===== src/rtl/rr_arb_pkg.sv =====
// Shared constants, FSM encoding and one-hot helper for the 8-way round-robin arbiter.
package rr_arb_pkg;

  localparam int NREQ  = 8;
  localparam int IDX_W = 3;

  typedef enum logic {
    IDLE  = 1'b0,
    OFFER = 1'b1
  } arb_state_e;

  function automatic logic [NREQ-1:0] onehot8(input logic [IDX_W-1:0] idx);
    logic [NREQ-1:0] v;
    v = NREQ'(1) << idx;
    return v;
  endfunction

endpackage


===== src/rtl/rr_pick8.sv =====
// Combinational rotate-priority picker: first set request at or after ptr, wrapping modulo 8.
module rr_pick8
  import rr_arb_pkg::*;
(
  input  logic [NREQ-1:0]  req,
  input  logic [IDX_W-1:0] ptr,
  output logic             any,
  output logic [IDX_W-1:0] idx,
  output logic [NREQ-1:0]  onehot
);

  logic [NREQ-1:0]  rot;
  logic [IDX_W-1:0] off;

  // rot[0] is the requester at ptr, so a plain lowest-bit search gives the rotated priority
  generate
    for (genvar gi = 0; gi < NREQ; gi++) begin : g_rot
      logic [IDX_W-1:0] src;
      assign src     = IDX_W'(gi) + ptr;
      assign rot[gi] = req[src];
    end
  endgenerate

  always_comb begin
    off = '0;
    for (int i = NREQ - 1; i >= 0; i--) begin
      if (rot[i]) off = IDX_W'(i);
    end
  end

  assign any    = |req;
  assign idx    = ptr + off;
  assign onehot = any ? onehot8(idx) : '0;

endmodule


===== src/rtl/rr_arbiter8.sv =====
// Eight-way round-robin arbiter with registered one-hot grant and valid/ready handshake.
// Optional ARB_LOCK_EN adds a lock input that keeps the pointer on the granted index.
module rr_arbiter8
  import rr_arb_pkg::*;
(
  input  logic            clk,
  input  logic            rst,
  input  logic [NREQ-1:0] req,
  input  logic            gnt_ready,
`ifdef ARB_LOCK_EN
  input  logic            lock,
`endif
  output logic [NREQ-1:0] gnt,
  output logic            gnt_valid
);

  arb_state_e       state_reg;
  logic [IDX_W-1:0] ptr_reg;
  logic [IDX_W-1:0] ptr_next;
  logic [IDX_W-1:0] gidx_reg;

  logic             pick_any;
  logic [IDX_W-1:0] pick_idx;
  logic [NREQ-1:0]  pick_onehot;
  logic             handshake;

  rr_pick8 u_pick (
    .req    (req),
    .ptr    (ptr_reg),
    .any    (pick_any),
    .idx    (pick_idx),
    .onehot (pick_onehot)
  );

  assign handshake = (state_reg == OFFER) && gnt_valid && gnt_ready;

  always_comb begin
    ptr_next = gidx_reg + IDX_W'(1);
`ifdef ARB_LOCK_EN
    if (lock) ptr_next = gidx_reg;
`endif
  end

  // req is only looked at in IDLE, so the offered grant stays sticky under backpressure
  always_ff @(posedge clk) begin
    if (rst) begin
      state_reg <= IDLE;
      ptr_reg   <= '0;
      gidx_reg  <= '0;
      gnt       <= '0;
      gnt_valid <= 1'b0;
    end else begin
      case (state_reg)
        IDLE: begin
          if (pick_any) begin
            gnt       <= pick_onehot;
            gnt_valid <= 1'b1;
            gidx_reg  <= pick_idx;
            state_reg <= OFFER;
          end else begin
            gnt       <= '0;
            gnt_valid <= 1'b0;
          end
        end
        OFFER: begin
          if (handshake) begin
            ptr_reg   <= ptr_next;
            gnt       <= '0;
            gnt_valid <= 1'b0;
            state_reg <= IDLE;
          end
        end
        default: begin
          state_reg <= IDLE;
          gnt       <= '0;
          gnt_valid <= 1'b0;
        end
      endcase
    end
  end

endmodule


===== config.mk =====
export PLATFORM = sky130hd
export DESIGN_NAME = rr_arbiter8
export DESIGN_NICKNAME = d
export VERILOG_FILES = /design/src/rtl/rr_arb_pkg.sv /design/src/rtl/rr_pick8.sv /design/src/rtl/rr_arbiter8.sv
export SDC_FILE = /design/constraint.sdc
export NUM_CORES = 1
export LEC_CHECK = 0
export ABC_AREA = 0
export CAP_MARGIN = 40
export CORE_MARGIN = 8
export CORE_UTILIZATION = 49
export DETAILED_ROUTE_END_ITERATION = 10
export GPL_ROUTABILITY_DRIVEN = 0
export MAX_ROUTING_LAYER = met4
export PLACE_DENSITY = 0.73
export SKIP_LAST_GASP = 1
export SLEW_MARGIN = 10
export SYNTH_ARGS = -nofsm -noshare
export SYNTH_HDL_FRONTEND = slang
export SYNTH_SLANG_ARGS = --single-unit
export TNS_END_PERCENT = 1

===== constraint.sdc =====
create_clock -name clk -period 3.52 [get_ports clk]
set_input_delay 0.704 -clock clk [delete_from_list [all_inputs] [get_ports clk]]
set_output_delay 0.704 -clock clk [all_outputs]
set_load 0.01 [all_outputs]

### Word level (Yosys, flattened, before mapping)

Index checks and enable logic that the tools add are counted.

| cells by class | value |
|---|---|
| add/sub/neg operators | 9 |
| multiply operators | 0 |
| div/mod/pow operators | 0 |
| order comparisons | 8 |
| equal/unequal tests | 1 |
| shift operators | 1 |
| multiplexer cells | 32 |
| bitwise operators | 1 |
| reductions and logical operators | 5 |

Operator list:

| kind | count |
|---|---|
| 3-bit by 4-bit < comparator with 1-bit output, second input constant | 8 |
| 1-bit binary-select mux with 3-bit select | 8 |
| 3-bit 2-to-1 mux | 8 |
| 8-bit 2-to-1 mux | 2 |
| 8-bit one-hot mux with 2 select lines | 1 |
| 3-bit adder, first input constant | 4 |
| 1-bit 2-to-1 mux | 11 |
| 8-bit OR reduction | 1 |
| 1-bit by 3-bit left shift with 8-bit output, first input constant | 1 |
| 2-bit by 3-bit adder with 3-bit output, first input constant | 2 |
| 1-bit one-hot mux with 2 select lines | 2 |
| 2-bit AND reduction | 2 |
| 1-bit by 3-bit adder with 3-bit output, first input constant | 1 |
| 3-bit by 1-bit adder with 3-bit output, second input constant | 1 |
| 3-bit adder | 1 |
| 1-bit logical AND | 2 |
| 2-bit by 1-bit inequality test with 1-bit output, second input constant | 1 |
| 1-bit NOT | 1 |

| storage, ports and cells | value |
|---|---|
| bits in registers | 16 |
| latch bits | 0 |
| bits in writable memories | 0 |
| memory bits (read-only) | 0 |
| bits of input ports | 11 |
| output and inout port bits | 9 |
| logic and storage cells | 62 |
| memories kept | 0 |

### Depth between registers and ports, before layout

| depth | value |
|---|---|
| word-level depth | 15 |
| depth in mapped cells | 17 |
| gate-level depth less buffers | 15 |

### Cells and area by module

From an unflattened synthesis, not the netlist that was laid out.

| unflattened totals | value |
|---|---|
| cells, all modules | 151 |
| area, all modules | 1455.1 um^2 |

Modules (own cells, without submodules):

| module | times used | cells each | area an instance (um^2) | sequential area each (um^2) |
|---|---|---|---|---|
| rr_pick8 | 1 | 98 | 867.1 | 0.0 |
| rr_arbiter8 | 1 | 53 | 588.1 | 320.3 |

### Least setup slack after synthesis

Ideal clock, no wire load.

| path | value |
|---|---|
| path kind | flip-flop to flip-flop |
| start | reg ptr_reg[0] |
| end | reg gidx_reg[2] |
| setup time | 88 ps |
| arrival | 3445 ps |
| required time | 3432 ps |
| path slack | -13 ps |
| stages on the path, launching flop included | 15 |
| buffers on the path | 2 |
| period minus slack after synthesis | 3533 ps |
| path through | dfxtp_1 > buf_6 > inv_1 > ha_1 > buf_2 > mux2i_1 > mux4_1 > a211o_1 > a22oi_1 > ha_1 > inv_1 > fa_1 > xnor2_1 > nand3_2 > a311oi_2 |

| on the way | value |
|---|---|
| longest elaborated chain between the ends | 12 |
| elaborated cells on any way between the ends | 32 |
| classes of those cells | add/sub: 8; mux: 24 |

RTL lines:

| what | line | source |
|---|---|---|
| from (decl) | rr_arbiter8.sv:18 | `logic [IDX_W-1:0] ptr_reg;` |
| from (signal assigned) | rr_arbiter8.sv:67 | `ptr_reg <= ptr_next;` |
| 3-bit adder | rr_pick8.sv:19 | `assign src = IDX_W'(gi) + ptr;` |
| 1-bit binary-select mux with 3-bit select | rr_pick8.sv:20 | `assign rot[gi] = req[src];` |
| 1-bit 2-to-1 mux (not written as such) | rr_pick8.sv:20 |  |
| 3-bit 2-to-1 mux (8 in series) | rr_pick8.sv:27 | `if (rot[i]) off = IDX_W'(i);` |
| 3-bit adder * | rr_pick8.sv:32 | `assign idx = ptr + off;` |
| to (signal assigned) | rr_arbiter8.sv:58 | `gidx_reg <= pick_idx;` |
| to (decl) | rr_arbiter8.sv:20 | `logic [IDX_W-1:0] gidx_reg;` |

Mark *: on every way between the ends. The rest lies on a longest branch, timed or not. The select of a mux whose other input is x is not followed.
A chain may end at the register's enable or synchronous reset.

### Final worst setup path

Same ends and word-level chain as after synthesis.

==> flow_summary.rst <==
.. list-table::
   :header-rows: 1

   * - Metric
     - Value
   * - Number of design rule violations left after detail routing
     - 0
   * - Worst Hold Depth
     - 2
   * - Run status
     - completed
   * - Setup tns final
     - 0 ns
   * - Clock transition at the register clock pins on the worst setup and hold paths after CTS
     - 0.10 ns
   * - Mux contribution to synthesized area
     - 0.253
   * - Synthesized-area fraction occupied by adder cells
     - 0.0493
   * - Initial DRC Count
     - 79
   * - Fraction of final layout cells sized beyond drive strength 1
     - 0.333
   * - Share of flip-flops with an asynchronous set or reset
     - 0
   * - Number of levels in the clock H-tree
     - 1
   * - Clock Path Buffers
     - 2
   * - DP Area
     - 1790 µm²
   * - Post-synthesis compound-gate area fraction
     - 0.193
   * - Reg2reg path depth
     - 11
   * - Period utilization
     - 0.960
   * - Count of filler cells inserted in the layout
     - 223
   * - Required arrival time at the worst endpoint
     - 3.72 ns
   * - Overall power
     - 546 µW
   * - Fmax
     - 0.296 GHz
   * - End point of the worst hold path
     - gnt[1]$_SDFFE_PP0P_
   * - Biggest area contributors in the synthesized netlist
     - sky130_fd_sc_hd__dfxtp_1, sky130_fd_sc_hd__mux4_1, sky130_fd_sc_hd__nand3_1
   * - Tightest slew margin relative to the limit
     - 0.489
   * - Routed Antenna Nets
     - 0
   * - Average cell area after synthesis
     - 9.48 µm²
   * - Area of the core
     - 2760 µm²
   * - Die H
     - 69.9 µm
   * - Average vias per placed instance
     - 6.16
   * - Worst-skew pair later-pin latency
     - 0.29 ns
   * - CTS tree
     - yes
   * - Pin slew with the least headroom to its limit
     - 0.766 ns
   * - Top cell type's share of synthesized area
     - 0.225
   * - CTS Buf Count
     - 3
   * - Share of power burned in the clock network
     - 0.226
   * - Clk Tree Root Cell
     - sky130_fd_sc_hd__clkbuf_4
   * - Via count of the first global-routing pass
     - 1349
   * - Reg-to-Reg End
     - gidx_reg[2]$_SDFFE_PP0P_
   * - Area enclosed by the die boundary
     - 4880 µm²
   * - Number of enable flip-flop cells after synthesis
     - 0
   * - Number of flip-flops in the largest register
     - 8
   * - FF-to-FF setup slack
     - 0.14 ns
   * - Arrival time at the worst endpoint
     - 3.58 ns
   * - Hold Crit Start
     - gnt[1]$_SDFFE_PP0P_
   * - NetSw
     - 176 µW
   * - DIE WIDTH
     - 69.9 µm
   * - Internal
     - 370 µW
   * - Total gr overflow
     - 0
   * - Number of failing hold endpoints at the final stage
     - 0
   * - Combinational family with the most area after synthesis
     - multiplexers
   * - Combinational fraction of design power
     - 0.403
   * - Seq pwr share
     - 0.370
   * - First-pass GRT wire length
     - 6270 µm
   * - Crit Path Max Fanout
     - 5
   * - LEAKAGE
     - 0.786 nW
   * - Port bufs
     - 19
   * - Half-perimeter wire length after detailed placement
     - 2980 µm
   * - Fraction of power spent switching nets
     - 0.322
   * - Total count of max-transition violations in the final report
     - 0
   * - Cell Area, Synth
     - 1420 µm²
   * - Number of diodes added for antenna fixing
     - 0
   * - Yosys reg bits
     - 16
   * - Nets
     - 209
   * - Initial antenna violation count
     - 0
   * - Endpoint type of the worst setup path
     - flip-flop
   * - Sequential share of the synthesized area
     - 0.225
   * - Library cell with the largest summed area after synthesis
     - sky130_fd_sc_hd__dfxtp_1
   * - Floorplan row count
     - 19
   * - Aggregate routed wire length
     - 3910 µm
   * - Setup WS post-layout
     - 0.142 ns
   * - Pin count of the biggest net entering global routing
     - 11
   * - Worst Skew
     - 0.0126 ns
   * - Warnings from Yosys
     - 0
   * - Finish-stage setup viols
     - 0
   * - Synthesized netlist cell count
     - 150
   * - Count of cell types in the netlist
     - 39
   * - Minimum setup slack after placement
     - -0.375 ns
   * - Maximum VDD drop
     - 0.000277 V
   * - Area share of xor/xnor cells in the synthesized design
     - 0.0369
   * - Number of hold buffers added after CTS
     - 0
   * - Total nets after synthesis
     - 166
   * - Worst hold path type
     - flip-flop to flip-flop
   * - Post-layout instance area
     - 1920 µm²
   * - Layout area overhead
     - 35.1%
   * - Category of the most critical setup path
     - flip-flop to flip-flop
   * - Max-cap viol count
     - 0
   * - Number of iterations in the first detailed-routing pass
     - 4
   * - Starting density of the core
     - 0.516
   * - Worst hold margin
     - 0.463 ns
   * - Crit start category
     - flip-flop
   * - Routed vias
     - 1374
   * - Simple-gate share of the synthesized area
     - 0.210
   * - Dominant register cell in the synthesized netlist
     - sky130_fd_sc_hd__dfxtp_1
   * - Power density of the placed cells
     - 284 nW/µm²
   * - Worst reg2reg startpoint
     - ptr_reg[0]$_SDFFE_PP0P_
   * - Shortest period the worst path allows
     - 3.38 ns
   * - Sinks on Clock Net
     - 16
   * - Global-route total usage across every layer
     - 0.156
   * - Routed len/inst
     - 17.5 µm
   * - Ports
     - 20
layout make-up:
class	instances	area [µm²]	share of cell area
timing repair buffer	43	390	0.203
inverter	4	15.0	0.00781
sequential	16	323	0.168
multi-input combinational	125	1120	0.582
clock buffer	4	36.3	0.0189
tap	31	38.8	0.0202
timing repair:
| action | CTS | global route |
|---|---|---|
| pin swaps | 1 | 9 |
| setup buffers | 1 | 2 |
| resized for setup | 3 | 28 |
| setup endpoints to repair | 9 | 9 |
routing by layer:
layer | GRT usage | vias up | wire length (µm)
met5 | - | - | 0
met3 | 0.0325 | 9 | 178
met1 | 0.182 | 667 | 1640
li1 | - | 656 | -
met2 | 0.262 | 42 | 2030
met4 | 0.0513 | 0 | 57
power by group through the flow:
stage          Combinational (mW)  Sequential (mW)  Clock (mW)
6_report                    0.220            0.202       0.123
5_1_grt                     0.238            0.203       0.133
4_1_cts                     0.203            0.201       0.124
3_5_place_dp                0.200            0.206           0
3_3_place_gp                0.192            0.205           0
2_1_floorplan               0.117            0.207           0
cell usage after synthesis (2+ instances only):
cell and instances:
sky130_fd_sc_hd__o2111a_2 2, sky130_fd_sc_hd__nor4_1 2, sky130_fd_sc_hd__nor2_1 20, sky130_fd_sc_hd__mux2_2 2
sky130_fd_sc_hd__inv_1 4, sky130_fd_sc_hd__nor2b_1 5, sky130_fd_sc_hd__nand2_1 11, sky130_fd_sc_hd__xor2_1 3
sky130_fd_sc_hd__ha_1 4, sky130_fd_sc_hd__buf_2 3, sky130_fd_sc_hd__a211oi_1 2, sky130_fd_sc_hd__xnor2_1 3
sky130_fd_sc_hd__dfxtp_1 16, sky130_fd_sc_hd__nand2b_1 3, sky130_fd_sc_hd__nand3_1 17, sky130_fd_sc_hd__a21oi_1 8
sky130_fd_sc_hd__o21ai_0 9, sky130_fd_sc_hd__mux4_1 8, sky130_fd_sc_hd__mux2i_1 6, sky130_fd_sc_hd__mux4_2 3
stage by stage:
stage / instances / util
floorplan: 150 / -
global placement: 216 / 0.651
detailed placement: 216 / 0.651
CTS: 221 / 0.667
global route: 223 / 0.697
finish: 223 / 0.697
worst max path at each step:
stage | slack, ns | cells after the start | startpoint | end
after global placement | -0.27 | 13 | req[3] | gidx_reg[2]$_SDFFE_PP0P_
after floorplan | 0.04 | 14 | ptr_reg[0]$_SDFFE_PP0P_ | gidx_reg[2]$_SDFFE_PP0P_
final | 0.14 | 11 | ptr_reg[0]$_SDFFE_PP0P_ | gidx_reg[2]$_SDFFE_PP0P_
after CTS | 0.009 | 14 | req[3] | gnt[5]$_SDFFE_PP0P_
after global routing | -0.03 | 12 | ptr_reg[0]$_SDFFE_PP0P_ | gnt[7]$_SDFFE_PP0P_
after detailed placement | -0.37 | 11 | req[0] | gidx_reg[2]$_SDFFE_PP0P_
cell families (layout without fill, tap and decap cells):
logic type,Yosys count,in the layout
AND/OR/NAND/NOR,62,62
AO/OA/AOI/OAI,33,33
buffers and inverters,9,51
adder cells (fa/ha/maj),5,5
XOR/XNOR,6,6
flip-flops,16,16
multiplexers,19,19
cells in the final DEF, fill, tap and decap left out, drive strengths merged:
cell type,n
inv,4
and2b,1
xor2,3
nand3,18
o21a,1
a21oi,8
fa,1
o2111ai,2
a2111oi,1
o21ai,10
mux4,11
nand2,11
clkdlybuf4s50,11
nand4,1
nor2,20
buf,24
clkbuf,4
dfxtp,16
a211oi,3
a22oi,1
mux2,2
nand4b,1
nor4,2
o21bai,2
nor2b,5
dlymetal6s2s,8
a311oi,1
a211o,1
mux2i,6
o32a,1
nand2b,3
ha,4
o2111a,2
xnor2,3
critical path: stages, from the launching register on:
cell and delay, ns:
sky130_fd_sc_hd__dfxtp_2 0.38, sky130_fd_sc_hd__ha_1 0.28, sky130_fd_sc_hd__xor2_2 0.23, sky130_fd_sc_hd__mux4_2 0.57, sky130_fd_sc_hd__a211o_1 0.30, sky130_fd_sc_hd__a22oi_1 0.17
sky130_fd_sc_hd__ha_2 0.19, sky130_fd_sc_hd__inv_1 0.05, sky130_fd_sc_hd__fa_2 0.43, sky130_fd_sc_hd__xnor2_2 0.30, sky130_fd_sc_hd__nand3_2 0.12, sky130_fd_sc_hd__a311oi_2 0.26
Power figures use the tool's default switching activity.
